==> config.mk <==
export PLATFORM = sky130hd
export DESIGN_NAME = jtopl_slot_sched
export DESIGN_NICKNAME = d
export VERILOG_FILES = /design/src/rtl/jtopl_slot_sched.sv
export SDC_FILE = /design/constraint.sdc
export NUM_CORES = 1
export LEC_CHECK = 0
export ABC_AREA = 1
export BUFFER_PORTS_ARGS = -buffer_cell sky130_fd_sc_hd__clkbuf_2
export CORE_UTILIZATION = 44
export DETAILED_ROUTE_END_ITERATION = 8
export PLACE_DENSITY = 0.73
export SLEW_MARGIN = 25
export SYNTH_ARGS = -nofsm -noshare
export SYNTH_HDL_FRONTEND = slang
export SYNTH_SLANG_ARGS = --single-unit
==> constraint.sdc <==
create_clock -name clk -period 1.2 [get_ports clk]
set_input_delay 0.24 -clock clk [delete_from_list [all_inputs] [get_ports clk]]
set_output_delay 0.24 -clock clk [all_outputs]
set_load 0.05 [all_outputs]
==> src/rtl/jtopl_slot_sched.sv <==
// Operator slot counter and CPU register-write scheduler.
// Holds one write until its slot reaches the shift-register input.
module jtopl_slot_sched #(
   parameter int SLOTS = 18,
   parameter int AW    = 5,
   parameter int DW    = 8
) (
   input  logic          clk,
   input  logic          rst_n,
   input  logic          cen,
   input  logic          wr_req,
   input  logic [AW-1:0] wr_slot,
   input  logic [DW-1:0] wr_data,
   output logic          wr_ack,
   output logic          wr_err,
   output logic          busy,
   output logic [AW-1:0] slot,
   output logic          zero,
   output logic          upd_en,
   output logic [DW-1:0] upd_data
);

   typedef enum logic [1:0] {
      IDLE,
      WAIT,
      ACK
   } state_t;

   localparam logic [AW-1:0] LAST  = AW'(SLOTS - 1);
   localparam logic [AW:0]   NSLOT = (AW + 1)'(SLOTS);

   state_t        state;
   logic [AW-1:0] tgt;

   assign zero   = (slot == '0);
   assign upd_en = (state == WAIT) && (slot == tgt);

   // Slot counter: one step per cen, wrapping after the last slot
   always_ff @(posedge clk or negedge rst_n) begin
      if (!rst_n) begin
         slot <= '0;
      end else if (cen) begin
         slot <= (slot == LAST) ? '0 : slot + AW'(1);
      end
   end

   // Request FSM: latch, wait for the target slot on a cen, then ack
   always_ff @(posedge clk or negedge rst_n) begin
      if (!rst_n) begin
         state    <= IDLE;
         tgt      <= '0;
         upd_data <= '0;
         busy     <= 1'b0;
         wr_ack   <= 1'b0;
         wr_err   <= 1'b0;
      end else begin
         unique case (state)
            IDLE: begin
               if (wr_req) begin
                  tgt      <= wr_slot;
                  upd_data <= wr_data;
                  if ({1'b0, wr_slot} >= NSLOT) begin
                     state  <= ACK;
                     wr_ack <= 1'b1;
                     wr_err <= 1'b1;
                  end else begin
                     state <= WAIT;
                     busy  <= 1'b1;
                  end
               end
            end
            WAIT: begin
               if (cen && slot == tgt) begin
                  state  <= ACK;
                  busy   <= 1'b0;
                  wr_ack <= 1'b1;
                  wr_err <= 1'b0;
               end
            end
            ACK: begin
               if (!wr_req) begin
                  state  <= IDLE;
                  wr_ack <= 1'b0;
                  wr_err <= 1'b0;
               end
            end
            default: begin
               state  <= IDLE;
               busy   <= 1'b0;
               wr_ack <= 1'b0;
               wr_err <= 1'b0;
            end
         endcase
      end
   end

endmodule

==> impl_metrics.json <==
{
  "status": "finished with violations",
  "violations": "negative setup slack",
  "hold_class": "in -> reg",
  "final_cell_mix": "47 x nand2_1, 19 x buf_4, 17 x dfrtp_1",
  "drive_gt1_share_pct": 54.9,
  "post-route-min-period_ns": 1.81,
  "critical-path-slowest-cell": "dfrtp_2",
  "clk_path_buf_depth": 2,
  "initial_core_util_pct": 48.1,
  "syn_nets": 156,
  "crit_top_cell": "nand2_2",
  "root_buffer": "clkbuf_4",
  "ys_ff_latch": 23,
  "wire_per_inst_um": 16.8,
  "syn_area_per_cell_sq_um": 8.13,
  "cts_sinks": 23,
  "vias": 1260,
  "drcViolationCount": 0,
  "path_class": "reg -> out",
  "netSwitchingPower_mw": 3.05,
  "clock_latency_ns": 0.31,
  "die_h_um": 52.1,
  "core_area_sq_mm": 0.00230,
  "grt_usage_pct": 26.7,
  "hpwl_um": 1850,
  "cts_buffers": 3,
  "timing_hold_violations_final": 0,
  "worst_slew_pin_slew_ns": 0.578,
  "multiInputGateArea_sq_um": 631,
  "layout_commonest_cell": "nand2_1",
  "ys_types": 22,
  "p_leak_nw": 0.992,
  "comb_power_share_pct": 70.4,
  "crit_path_start_kind": "flip-flop",
  "critPathMaxFanout": 3,
  "grt_remaining_overflow": 0,
  "p_per_area_mw_per_mm2": 3200,
  "maxSlewHeadroom_pct": 61.4,
  "antenna_found_initial": 0,
  "timing.final.ws_setup_ns": -0.615,
  "p_sw_share_pct": 49.2,
  "path_cells": "inv_2 > nand2_2 > nand2_2 > nor2_4 > nand3_2 > nor3_4 > buf_8",
  "post-route-period-util_pct": 151,
  "dieArea_sq_mm": 0.00272,
  "dpl.cell_count": 218,
  "pwr-share-clk_pct": 5.9,
  "drv_cap": 0,
  "dr.pass1.iters": 4,
  "htree_num_levels": 1,
  "finalWirelength_um": 3890,
  "path_clk_slew_ns": 0.13,
  "seq_area_frac_synth_pct": 52.0,
  "place.gp.congestion": 0.857,
  "endpoint_kind": "output pin",
  "drtIter0Drc": 57,
  "io_buffer_count": 34,
  "die_x_um": 52.1,
  "worstPathRequired_ns": 0.96,
  "ys_warn_count": 0,
  "antennaDiodeCount": 0,
  "fmax_ghz": 0.551,
  "netlist_area_sq_mm": 0.00111,
  "fin_nets": 225,
  "finalNonFillerCells": 232,
  "grt_pass1_wl_um": 5130,
  "finClkSkew_ns": 0.00891,
  "rsz0062_at_grt": "yes",
  "post-route-util_pct": 84.4,
  "fill_cells": 126,
  "synth_area_leaders": "dfrtp_1 52%, nand2_1 18%, inv_1 4.8%, nand3_1 3.6%, o21ai_0 3.6%",
  "seqCellArea_sq_um": 583,
  "grt_start_max_net_pins": 24,
  "setup_viol_count_final": 18,
  "yosysTopAreaCell": "dfrtp_1",
  "ir_worst_vdd_mv": 2.27,
  "core.rowCount": 17,
  "p_seq_share_pct": 23.7,
  "cts_tree": "done",
  "critical-path-max-stage-delay_ns": 0.45,
  "syn_inst": 136,
  "p_int_mw": 3.15,
  "grt_pass1_vias": 1141,
  "critical_path_arrival_ns": 1.57,
  "drtAntennaViolNets": 0,
  "syn2layout_area_growth_pct": 75.2,
  "ios": 35,
  "slew_viol_final": 0,
  "via_per_inst": 5.43,
  "synth_top_area_share_pct": 52.0
}
## worst paths after layout
check | start | to | slack (ns) | cells past startpoint
max | slot[2]$_DFFE_PN0P_ | upd_en | -0.61 | 7
min | wr_data[1] | upd_data[1]$_DFFE_PN0P_ | 0.12 | 3
max reg2reg | slot[2]$_DFFE_PN0P_ | wr_ack$_DFFE_PN0P_ | -0.43 | 11
min reg2reg | upd_data[2]$_DFFE_PN0P_ | upd_data[2]$_DFFE_PN0P_ | 0.50 | 2
max in group asynchronous | rst_n | slot[3]$_DFFE_PN0P_ | 0.30 | 2
min in group asynchronous | rst_n | slot[4]$_DFFE_PN0P_ | 0.48 | 2
## per-stage QoR
step	setup TNS (ns)	total power, mW	hold WS, ns	area [sq um]	setup slack, ns
3_5_place_dp	-0.927	4.28	0.267	1490	-0.332
4_1_cts	-3.00	5.40	0.118	1790	-0.496
5_1_grt	-5.90	6.47	0.117	1940	-0.682
3_3_place_gp	-0.774	4.21	0.258	1490	-0.306
6_report	-4.72	6.20	0.116	1940	-0.615
2_1_floorplan	-1.30	3.28	-0.0556	1130	-0.493
## power by group through the flow
stage | clock network (mW) | logic (mW) | registers, mW
global route | 0.405 | 4.57 | 1.50
CTS | 0.367 | 3.63 | 1.40
finish | 0.366 | 4.36 | 1.47
floorplan | 0 | 0.986 | 2.29
global placement | 0 | 2.82 | 1.39
detailed placement | 0 | 2.87 | 1.41
## cells in the mapped netlist (all sizes together)
| library cell | n |
|---|---|
| o21ai | 8 |
| nor3b | 1 |
| nor2 | 9 |
| ha | 3 |
| dfrtp | 23 |
| inv | 16 |
| nand4 | 1 |
| nor4 | 1 |
| nand3 | 9 |
| a21oi | 2 |
| buf | 1 |
| xnor2 | 1 |
| o211ai | 1 |
| nor3 | 3 |
| xor2 | 1 |
| o31ai | 1 |
| nand2 | 55 |
## state kept, by name, summed over array words and instances (netlist names)
name and cells:
state 2, slot 5, wr_ack 1, tgt 5
busy 1, wr_err 1, upd_data 8
## layout make-up
cell class	count	share of cell area, %
tap	28	1.81
timing repair buffer	65	31.1
clock buffer	4	1.36
inverter	16	3.10
multi-input combinational	96	32.5
sequential	23	30.1
## kinds of logic after synthesis
kind of cell | synth area share (%)
AO/OA/AOI/OAI | 6.34
adder cells (fa/ha/maj) | 3.39
flip-flops | 52.0
buffers and inverters | 6.11
XOR/XNOR | 1.58
AND/OR/NAND/NOR | 30.5
## critical path: cells and delay by family (launching register included)
family | cells | cell delay, ns
simple gates | 5 | 0.59
buf+inv | 2 | 0.23
flops | 1 | 0.45
## what timing repair did
item                       4_1_cts  5_1_grt
setup endpoints to repair       24       37
pin swaps                       15       11
hold buffers                     1        0
buffers inserted                 9        9
resized for setup               51       47
hold endpoints to repair        23        0
## per-layer routing
metal  track usage [%]  wire, um
met5                 0         0
met4              12.3       178
met3              4.09       287
met2              47.6      1940
met1              31.2      1480
(Power assumes the default switching activity.)
